### config.mk
export PLATFORM = sky130hd
export DESIGN_NAME = present_decrypt
export DESIGN_NICKNAME = d
export VERILOG_FILES = /design/src/rtl/present_pkg.sv /design/src/rtl/present_inv_round.sv /design/src/rtl/present_decrypt.sv
export SDC_FILE = /design/constraint.sdc
export NUM_CORES = 1
export LEC_CHECK = 0
export BUFFER_PORTS_ARGS = -buffer_cell sky130_fd_sc_hd__buf_2
export CORE_ASPECT_RATIO = 1.4
export CORE_MARGIN = 1.5
export CORE_UTILIZATION = 55
export DETAILED_ROUTE_END_ITERATION = 7
export PLACE_DENSITY = 0.79
export SLEW_MARGIN = 15
export SYNTH_ARGS = -nofsm -noshare
export SYNTH_HDL_FRONTEND = slang
export SYNTH_HIERARCHICAL = 1
export SYNTH_SLANG_ARGS = --single-unit
export TNS_END_PERCENT = 20
### constraint.sdc
create_clock -name clock -period 2.8 [get_ports clock]
set_input_delay 0.14 -clock clock [delete_from_list [all_inputs] [get_ports clock]]
set_output_delay 0.14 -clock clock [all_outputs]
set_load 0.02 [all_outputs]
### src/rtl/present_pkg.sv
// Shared PRESENT-80 constants, state encoding and the inverse-direction helper functions
// used by the decryption core and its round sub-module.
package present_pkg;

    localparam int KEY_W = 80;
    localparam int BLK_W = 64;

    typedef enum logic [2:0] {
        S_IDLE,
        S_EXPAND,
        S_WHITEN,
        S_ROUNDS,
        S_DONE
    } state_t;

    localparam logic [3:0] SBOX [16] = '{
        4'hC, 4'h5, 4'h6, 4'hB, 4'h9, 4'h0, 4'hA, 4'hD,
        4'h3, 4'hE, 4'hF, 4'h8, 4'h4, 4'h7, 4'h1, 4'h2
    };

    localparam logic [3:0] SBOX_INV [16] = '{
        4'h5, 4'hE, 4'hF, 4'h8, 4'hC, 4'h1, 4'h2, 4'hD,
        4'hB, 4'h4, 4'h6, 4'h3, 4'h0, 4'h7, 4'h9, 4'hA
    };

    function automatic logic [BLK_W-1:0] sbox_inv_layer(input logic [BLK_W-1:0] d);
        logic [BLK_W-1:0] r;
        r = '0;
        for (int i = 0; i < 16; i++) begin
            r[6'(4*i) +: 4] = SBOX_INV[d[6'(4*i) +: 4]];
        end
        return r;
    endfunction

    // Forward P moves bit j to 16*j mod 63 (bit 63 fixed); undo it by gathering.
    function automatic logic [BLK_W-1:0] p_layer_inv(input logic [BLK_W-1:0] d);
        logic [BLK_W-1:0] r;
        r = '0;
        for (int j = 0; j < 63; j++) begin
            r[6'(j)] = d[6'((16*j) % 63)];
        end
        r[63] = d[63];
        return r;
    endfunction

    function automatic logic [KEY_W-1:0] key_update_fwd(input logic [KEY_W-1:0] k,
                                                        input logic [4:0]       rc);
        logic [KEY_W-1:0] r;
        r          = {k[18:0], k[79:19]};
        r[79:76]   = SBOX[r[79:76]];
        r[19:15]   = r[19:15] ^ rc;
        return r;
    endfunction

    function automatic logic [KEY_W-1:0] key_update_inv(input logic [KEY_W-1:0] k,
                                                        input logic [4:0]       rc);
        logic [KEY_W-1:0] r;
        r          = k;
        r[19:15]   = r[19:15] ^ rc;
        r[79:76]   = SBOX_INV[r[79:76]];
        return {r[60:0], r[79:61]};
    endfunction

endpackage

### src/rtl/present_inv_round.sv
// One combinational PRESENT inverse round: undo the permutation, undo the S-boxes,
// then strip the round key.
module present_inv_round
    import present_pkg::*;
(
    input  logic [BLK_W-1:0] data_in,
    input  logic [BLK_W-1:0] round_key,
    output logic [BLK_W-1:0] data_out
);

    assign data_out = sbox_inv_layer(p_layer_inv(data_in)) ^ round_key;

endmodule

### src/rtl/present_decrypt.sv
// Iterative PRESENT-80 decryptor: expands the key forward to K32, whitens, then runs the
// inverse rounds while stepping the key schedule backwards, one round per clock.
module present_decrypt
    import present_pkg::*;
#(
    parameter int NUM_ROUNDS = 31,
    parameter int COUNTER_W  = 5
) (
    input  logic              clock,
    input  logic              reset_n,
    input  logic              start,
    input  logic [KEY_W-1:0]  key,
    input  logic [BLK_W-1:0]  ciphertext,
    output logic              ready,
    output logic              done,
    output logic [BLK_W-1:0]  plaintext
);

    localparam logic [COUNTER_W-1:0] CNT_LAST = COUNTER_W'(NUM_ROUNDS);
    localparam logic [COUNTER_W-1:0] CNT_ONE  = COUNTER_W'(1);

    state_t                 state;
    state_t                 state_nxt;
    logic [KEY_W-1:0]       kreg;
    logic [BLK_W-1:0]       dreg;
    logic [COUNTER_W-1:0]   cnt;
    logic [BLK_W-1:0]       round_out;

    present_inv_round u_inv_round (
        .data_in   (dreg),
        .round_key (kreg[79:16]),
        .data_out  (round_out)
    );

    always_ff @(posedge clock) begin
        if (!reset_n) begin
            state <= S_IDLE;
        end else begin
            state <= state_nxt;
        end
    end

    always_comb begin
        state_nxt = state;
        case (state)
            S_IDLE:   if (start) state_nxt = S_EXPAND;
            S_EXPAND: if (cnt == CNT_LAST) state_nxt = S_WHITEN;
            S_WHITEN: state_nxt = S_ROUNDS;
            S_ROUNDS: if (cnt == CNT_ONE) state_nxt = S_DONE;
            S_DONE:   state_nxt = S_IDLE;
            default:  state_nxt = S_IDLE;
        endcase
    end

    always_ff @(posedge clock) begin
        if (!reset_n) begin
            kreg      <= '0;
            dreg      <= '0;
            cnt       <= '0;
            plaintext <= '0;
            done      <= 1'b0;
            ready     <= 1'b1;
        end else begin
            ready <= (state_nxt == S_IDLE);
            done  <= 1'b0;
            case (state)
                S_IDLE: begin
                    if (start) begin
                        kreg <= key;
                        dreg <= ciphertext;
                        cnt  <= CNT_ONE;
                    end
                end
                S_EXPAND: begin
                    kreg <= key_update_fwd(kreg, 5'(cnt));
                    // Counter parks at the last round so it never wraps before WHITEN.
                    if (cnt != CNT_LAST) begin
                        cnt <= cnt + CNT_ONE;
                    end
                end
                S_WHITEN: begin
                    dreg <= dreg ^ kreg[79:16];
                    kreg <= key_update_inv(kreg, 5'(CNT_LAST));
                    cnt  <= CNT_LAST;
                end
                S_ROUNDS: begin
                    dreg <= round_out;
                    if (cnt > CNT_ONE) begin
                        kreg <= key_update_inv(kreg, 5'(cnt - CNT_ONE));
                        cnt  <= cnt - CNT_ONE;
                    end else begin
                        plaintext <= round_out;
                        done      <= 1'b1;
                    end
                end
                default: ;
            endcase
        end
    end

endmodule

---- Word level (Yosys, flattened, before mapping) ----
Memories as Yosys holds them, arrays and structs flattened.
Index checks and enable logic that the tools add are counted.
cells by class
  add/subtract/negate cells ............... 2
  order comparisons ....................... 11
  equal/unequal tests ..................... 9
  muxes and demuxes ....................... 34
  bitwise operators ....................... 16
  reduce and logical (&&, ||, !) cells .... 9
operators by type and width
  cell                                                                              count
  80-bit case mux with 4 select lines                                               1
  64-bit case mux with 3 select lines                                               1
  80-bit two-way mux                                                                2
  4-bit two-way mux                                                                 20
  64-bit two-way mux                                                                1
  32-bit by 64-bit bitwise XOR with 64-bit output                                   1
  64-bit bitwise XOR                                                                1
  5-bit greater-or-equal comparator (second input constant)                         10
  4-bit inverter with 5-bit output                                                  10
  5-bit case mux with 4 select lines                                                1
  5-bit two-way mux                                                                 3
  3-bit case mux with 4 select lines                                                1
  5-bit bitwise XOR                                                                 2
  3-bit two-way mux                                                                 3
  3-bit by 2-bit equality test with 1-bit output (second input constant)            2
  3-bit logical NOT                                                                 2
  2-bit inequality test (second input constant)                                     3
  2-bit AND reduction                                                               3
  5-bit by 1-bit adder with 5-bit output (second input constant)                    1
  5-bit by 1-bit equality test with 1-bit output (second input constant)            1
  5-bit equality test (second input constant)                                       1
  5-bit by 1-bit greater-than comparator with 1-bit output (second input constant)  1
  5-bit inequality test (second input constant)                                     1
  5-bit inverter                                                                    1
  other kinds (8)                                                                   8
storage, ports and cells
  register bits ........................... 218
  bits in read-only memories .............. 640
  input port bits ......................... 147
  output and inout bits ................... 66
  word-level logic and storage cells ...... 98
  memories ................................ 10
memory list
  memory            words  width  rd ports  clocked after Yosys merged registers in  write ports  RTL line           RTL
  (name not given)  16     4      1         0                                        0            present_pkg.sv:30  r[6'(4*i) +: 4] = SBOX_INV[d[6'(4*i) +: 4]];
  (name not given)  16     4      1         0                                        0            present_pkg.sv:30
  (name not given)  16     4      1         0                                        0            present_pkg.sv:30
  (name not given)  16     4      1         0                                        0            present_pkg.sv:30
  (name not given)  16     4      1         0                                        0            present_pkg.sv:30
  (name not given)  16     4      1         0                                        0            present_pkg.sv:30
  4 more memories   --     --     --        --                                       --           --

---- Depth between registers and ports, before layout ----
  depth after elaboration ................. 6
  gate-level depth with buffers ........... 9
  mapped depth without buffers ............ 7

---- By module ----
The synthesis kept the hierarchy.
modules (own cells, without submodules)
  module             times used  cells an instance  area each (um^2)  seq. area each (um^2)
  present_decrypt    1           1326               10918.0           4364.2
  present_inv_round  1           80                 650.6             0.0

---- Least setup slack after synthesis ----
OpenSTA, ideal clock, no wires.
  path kind ............................... reg2reg
  from .................................... register cnt[1]
  to ...................................... register kreg[40]
  library setup time ...................... 91 ps
  arrival time ............................ 1984 ps
  setup slack ............................. 725 ps
  cell stages (with the launch flop) ...... 10
  path buffers ............................ 3
  cells stage by stage .................... dfxtp_1 > clkbuf_2 > inv_1 > ha_1 > o21bai_1 > a311oi_2 > buf_4 > buf_4 > nor2_1 > a311oi_1
on the way
  longest elaborated chain between the ends .. 3
ends and longest elaborated chain
  element                                                   RTL line               RTL
  start, declared                                           present_decrypt.sv:26  logic [COUNTER_W-1:0] cnt;
  start signal, assigned                                    present_decrypt.sv:78  cnt <= cnt + CNT_ONE;
  start signal, assigned                                    present_decrypt.sv:90  cnt <= cnt - CNT_ONE;
  5-bit by 1-bit greater-than comparator with 1-bit output  present_decrypt.sv:88  if (cnt > CNT_ONE) begin
  2-bit inequality test (no source line)                    --
  3-bit AND reduction (no source line)                      --
  end signal, assigned                                      present_decrypt.sv:75  kreg <= key_update_fwd(kreg, 5'(cnt));
  end signal, assigned                                      present_decrypt.sv:83  kreg <= key_update_inv(kreg, 5'(CNT_LAST));
  end signal, assigned                                      present_decrypt.sv:89  kreg <= key_update_inv(kreg, 5'(cnt - CNT_ONE));
  end, declared                                             present_decrypt.sv:24  logic [KEY_W-1:0] kreg;
Every way passes these cells.
A chain may end at the register's enable or synchronous reset.

---- Final worst setup path ----
  from .................................... register cnt[1]
  to ...................................... register kreg[58]
Same word-level chain as after synthesis.

==> results.toml <==
[cts]
clock-root-buffer = "clkbuf_16"
clock_latency_ns = 0.44
clk_pin_slew_ns = 0.06
cts_max_level = 4
cts_buffer_depth = 2
cts_setup_buffers = 0
numClockSinks = 170
cts_buffers = 17
cts_tree = "yes"

[cells_and_area]
drive_gt1_share_pct = 20.20
layout_common_cells = "dfxtp_1 (170), buf_2 (164), nor2_1 (115)"
nets = 1282
finish.utilization_pct = 67.52
area_growth_syn_to_layout_pct = 20.70
antenna_cells = 0
final_common_cell = "dfxtp_1"
fillers = 1216

[die]
core_area_um2 = 15470
io_pins = 213
die-area_um2 = 16510
die_width_um = 109.0
die_h_um = 151.4
fp-row-count = 54
initial_core_util_pct = 55.94

[sta]
rsz0062_at_grt = "false"
worstMarginPinSlew_ns = 0.9057
setup_viol = 0
fin_setup_tns_ns = 0
hold_violations = 0
period_share_pct = 88.77
max_freq_mhz = 402.3
slew_viol_final = 0
layout_min_cycle_time_ns = 2.486
slew_headroom_pct = 39.62
worst_clock_skew_ns = 0.007103

[placement]
dp_hpwl_mm = 17.73
gp_congestion = 0.8691
port_buffers = 164

[routing]
viasPerCell = 6.182
post-route-drc-count = 0
ant_nets = 0
dr_total_vias = 8160
wirelength_mm = 26.66
drtPass1Iterations = 6
drt-wirelength-per-cell_um = 20.20
initialDrtViolationCount = 837

[power_and_ir_drop]
pwr_density_cell_nw_per_um2 = 576.0
combPwrFrac_pct = 13.9
switching_power_w = 0.001660
p_sw_share_pct = 27.59
p_int_w = 0.004357
p_leak_nw = 4.519
ir_worst_vdd_mv = 0.4755
seqPwrFrac_pct = 46.2
p_clk_share_pct = 39.9

[global_routing]
grt_pass1_vias = 7765
grt_first_pass_wirelength_mm = 40.72
grt_max_degree = 95
grt_util_all_layers_pct = 32.60
grt_antenna_before_repair = 0
overflow = 0

[job]
maxCapViolCount = 0

[critical_path]
cp-start-kind = "register"
r2r-end = "kreg[58]$_SDFFE_PN0P_"
r2r_start = "cnt[1]$_SDFFE_PN0P_"
crit_start = "cnt[1]$_SDFFE_PN0P_"
endpoint_kind = "register"
r2r_slack_ns = 0.31
path_class = "reg -> reg"
r2r_cells = 7
cp.required_ns = 3.12
worstPathMaxFanout = 60
crit_arrival_ns = 2.81

[run_status]
status = "completed"

[worst_hold_path]
whs_endpoint = "kreg[55]$_SDFFE_PN0P_"
hp-class = "in -> reg"
hold_depth = 3
min-delay-start = "key[55]"

[synth]
syn_nets = 1168
syn_inst = 998
syn_area_per_cell_um2 = 8.673
synth_area_um2 = 8656
ys_warn_count = 6
stage by stage:
step                setup WS (ns)  cells  area, um^2  hold WS (ns)  power (W)
global placement           0.4807   1233        9293        0.4174   0.003563
floorplan                  0.7254    998        8656        0.3021   0.003336
detailed placement         0.3753   1233        9293        0.4133   0.003583
global route               0.1651   1320       10450       0.02502   0.006217
finish                     0.3143   1320       10450       0.01388   0.006017
CTS                        0.3599   1320       10450      0.001001   0.006018
sequential cells by signal (all words and copies together), names as in the netlist:
name and count:
done 1, ready 1, cnt 5, plaintext 64
state 3, kreg 80, dreg 16
power groups by stage:
stage                     logic, W  clock network (W)  registers [W]
after CTS                 0.000821            0.00242        0.00277
final                     0.000837            0.00240        0.00278
after detailed placement  0.000755                  0        0.00283
after global routing      0.000918            0.00251        0.00279
after global placement    0.000738                  0        0.00282
after floorplan           0.000627                  0        0.00271
critical path, cell delays in order (launching register included):
cell	delay (ns)
dfxtp_1	0.50
inv_1	0.14
ha_1	0.24
o21bai_1	0.21
a311oi_4	0.53
buf_12	0.31
nor2_1	0.09
a311oi_1	0.33
how the worst max path moves through the flow:
stage,cells after the start,end,slack [ns]
after CTS,7,kreg[27]$_SDFFE_PN0P_,0.36
after detailed placement,7,kreg[27]$_SDFFE_PN0P_,0.38
after global placement,7,kreg[40]$_SDFFE_PN0P_,0.48
after floorplan,9,kreg[33]$_SDFFE_PN0P_,0.73
after global routing,7,kreg[27]$_SDFFE_PN0P_,0.17
final,7,kreg[58]$_SDFFE_PN0P_,0.31
timing repair:
action / in CTS / in global routing
gates resized for setup: 0 / 0
hold buffers: 56 / 0
endpoints found under the hold margin: 56 / 0
cell type report:
type | instances | area (um^2) | share of cell area, %
multi-input cells | 665 | 4517 | 43.23
flip-flops and latches | 170 | 3403 | 32.57
repair buffers | 237 | 1609 | 15.40
clock buffers | 20 | 446.7 | 4.275
well taps | 196 | 245.2 | 2.347
clock inverters | 11 | 147.6 | 1.413
inverters | 21 | 78.83 | 0.7545
per-layer routing:
layer | global-route usage [%] | vias up | wire length, um
li1 | - | 3844 | -
met1 | 37.40 | 3840 | 9873
met2 | 55.56 | 383 | 13400
met3 | 5.594 | 93 | 1784
met4 | 20.39 | 0 | 1602
met5 | 0 | - | 0
No activity file was read; power rests on OpenSTA's default activity.
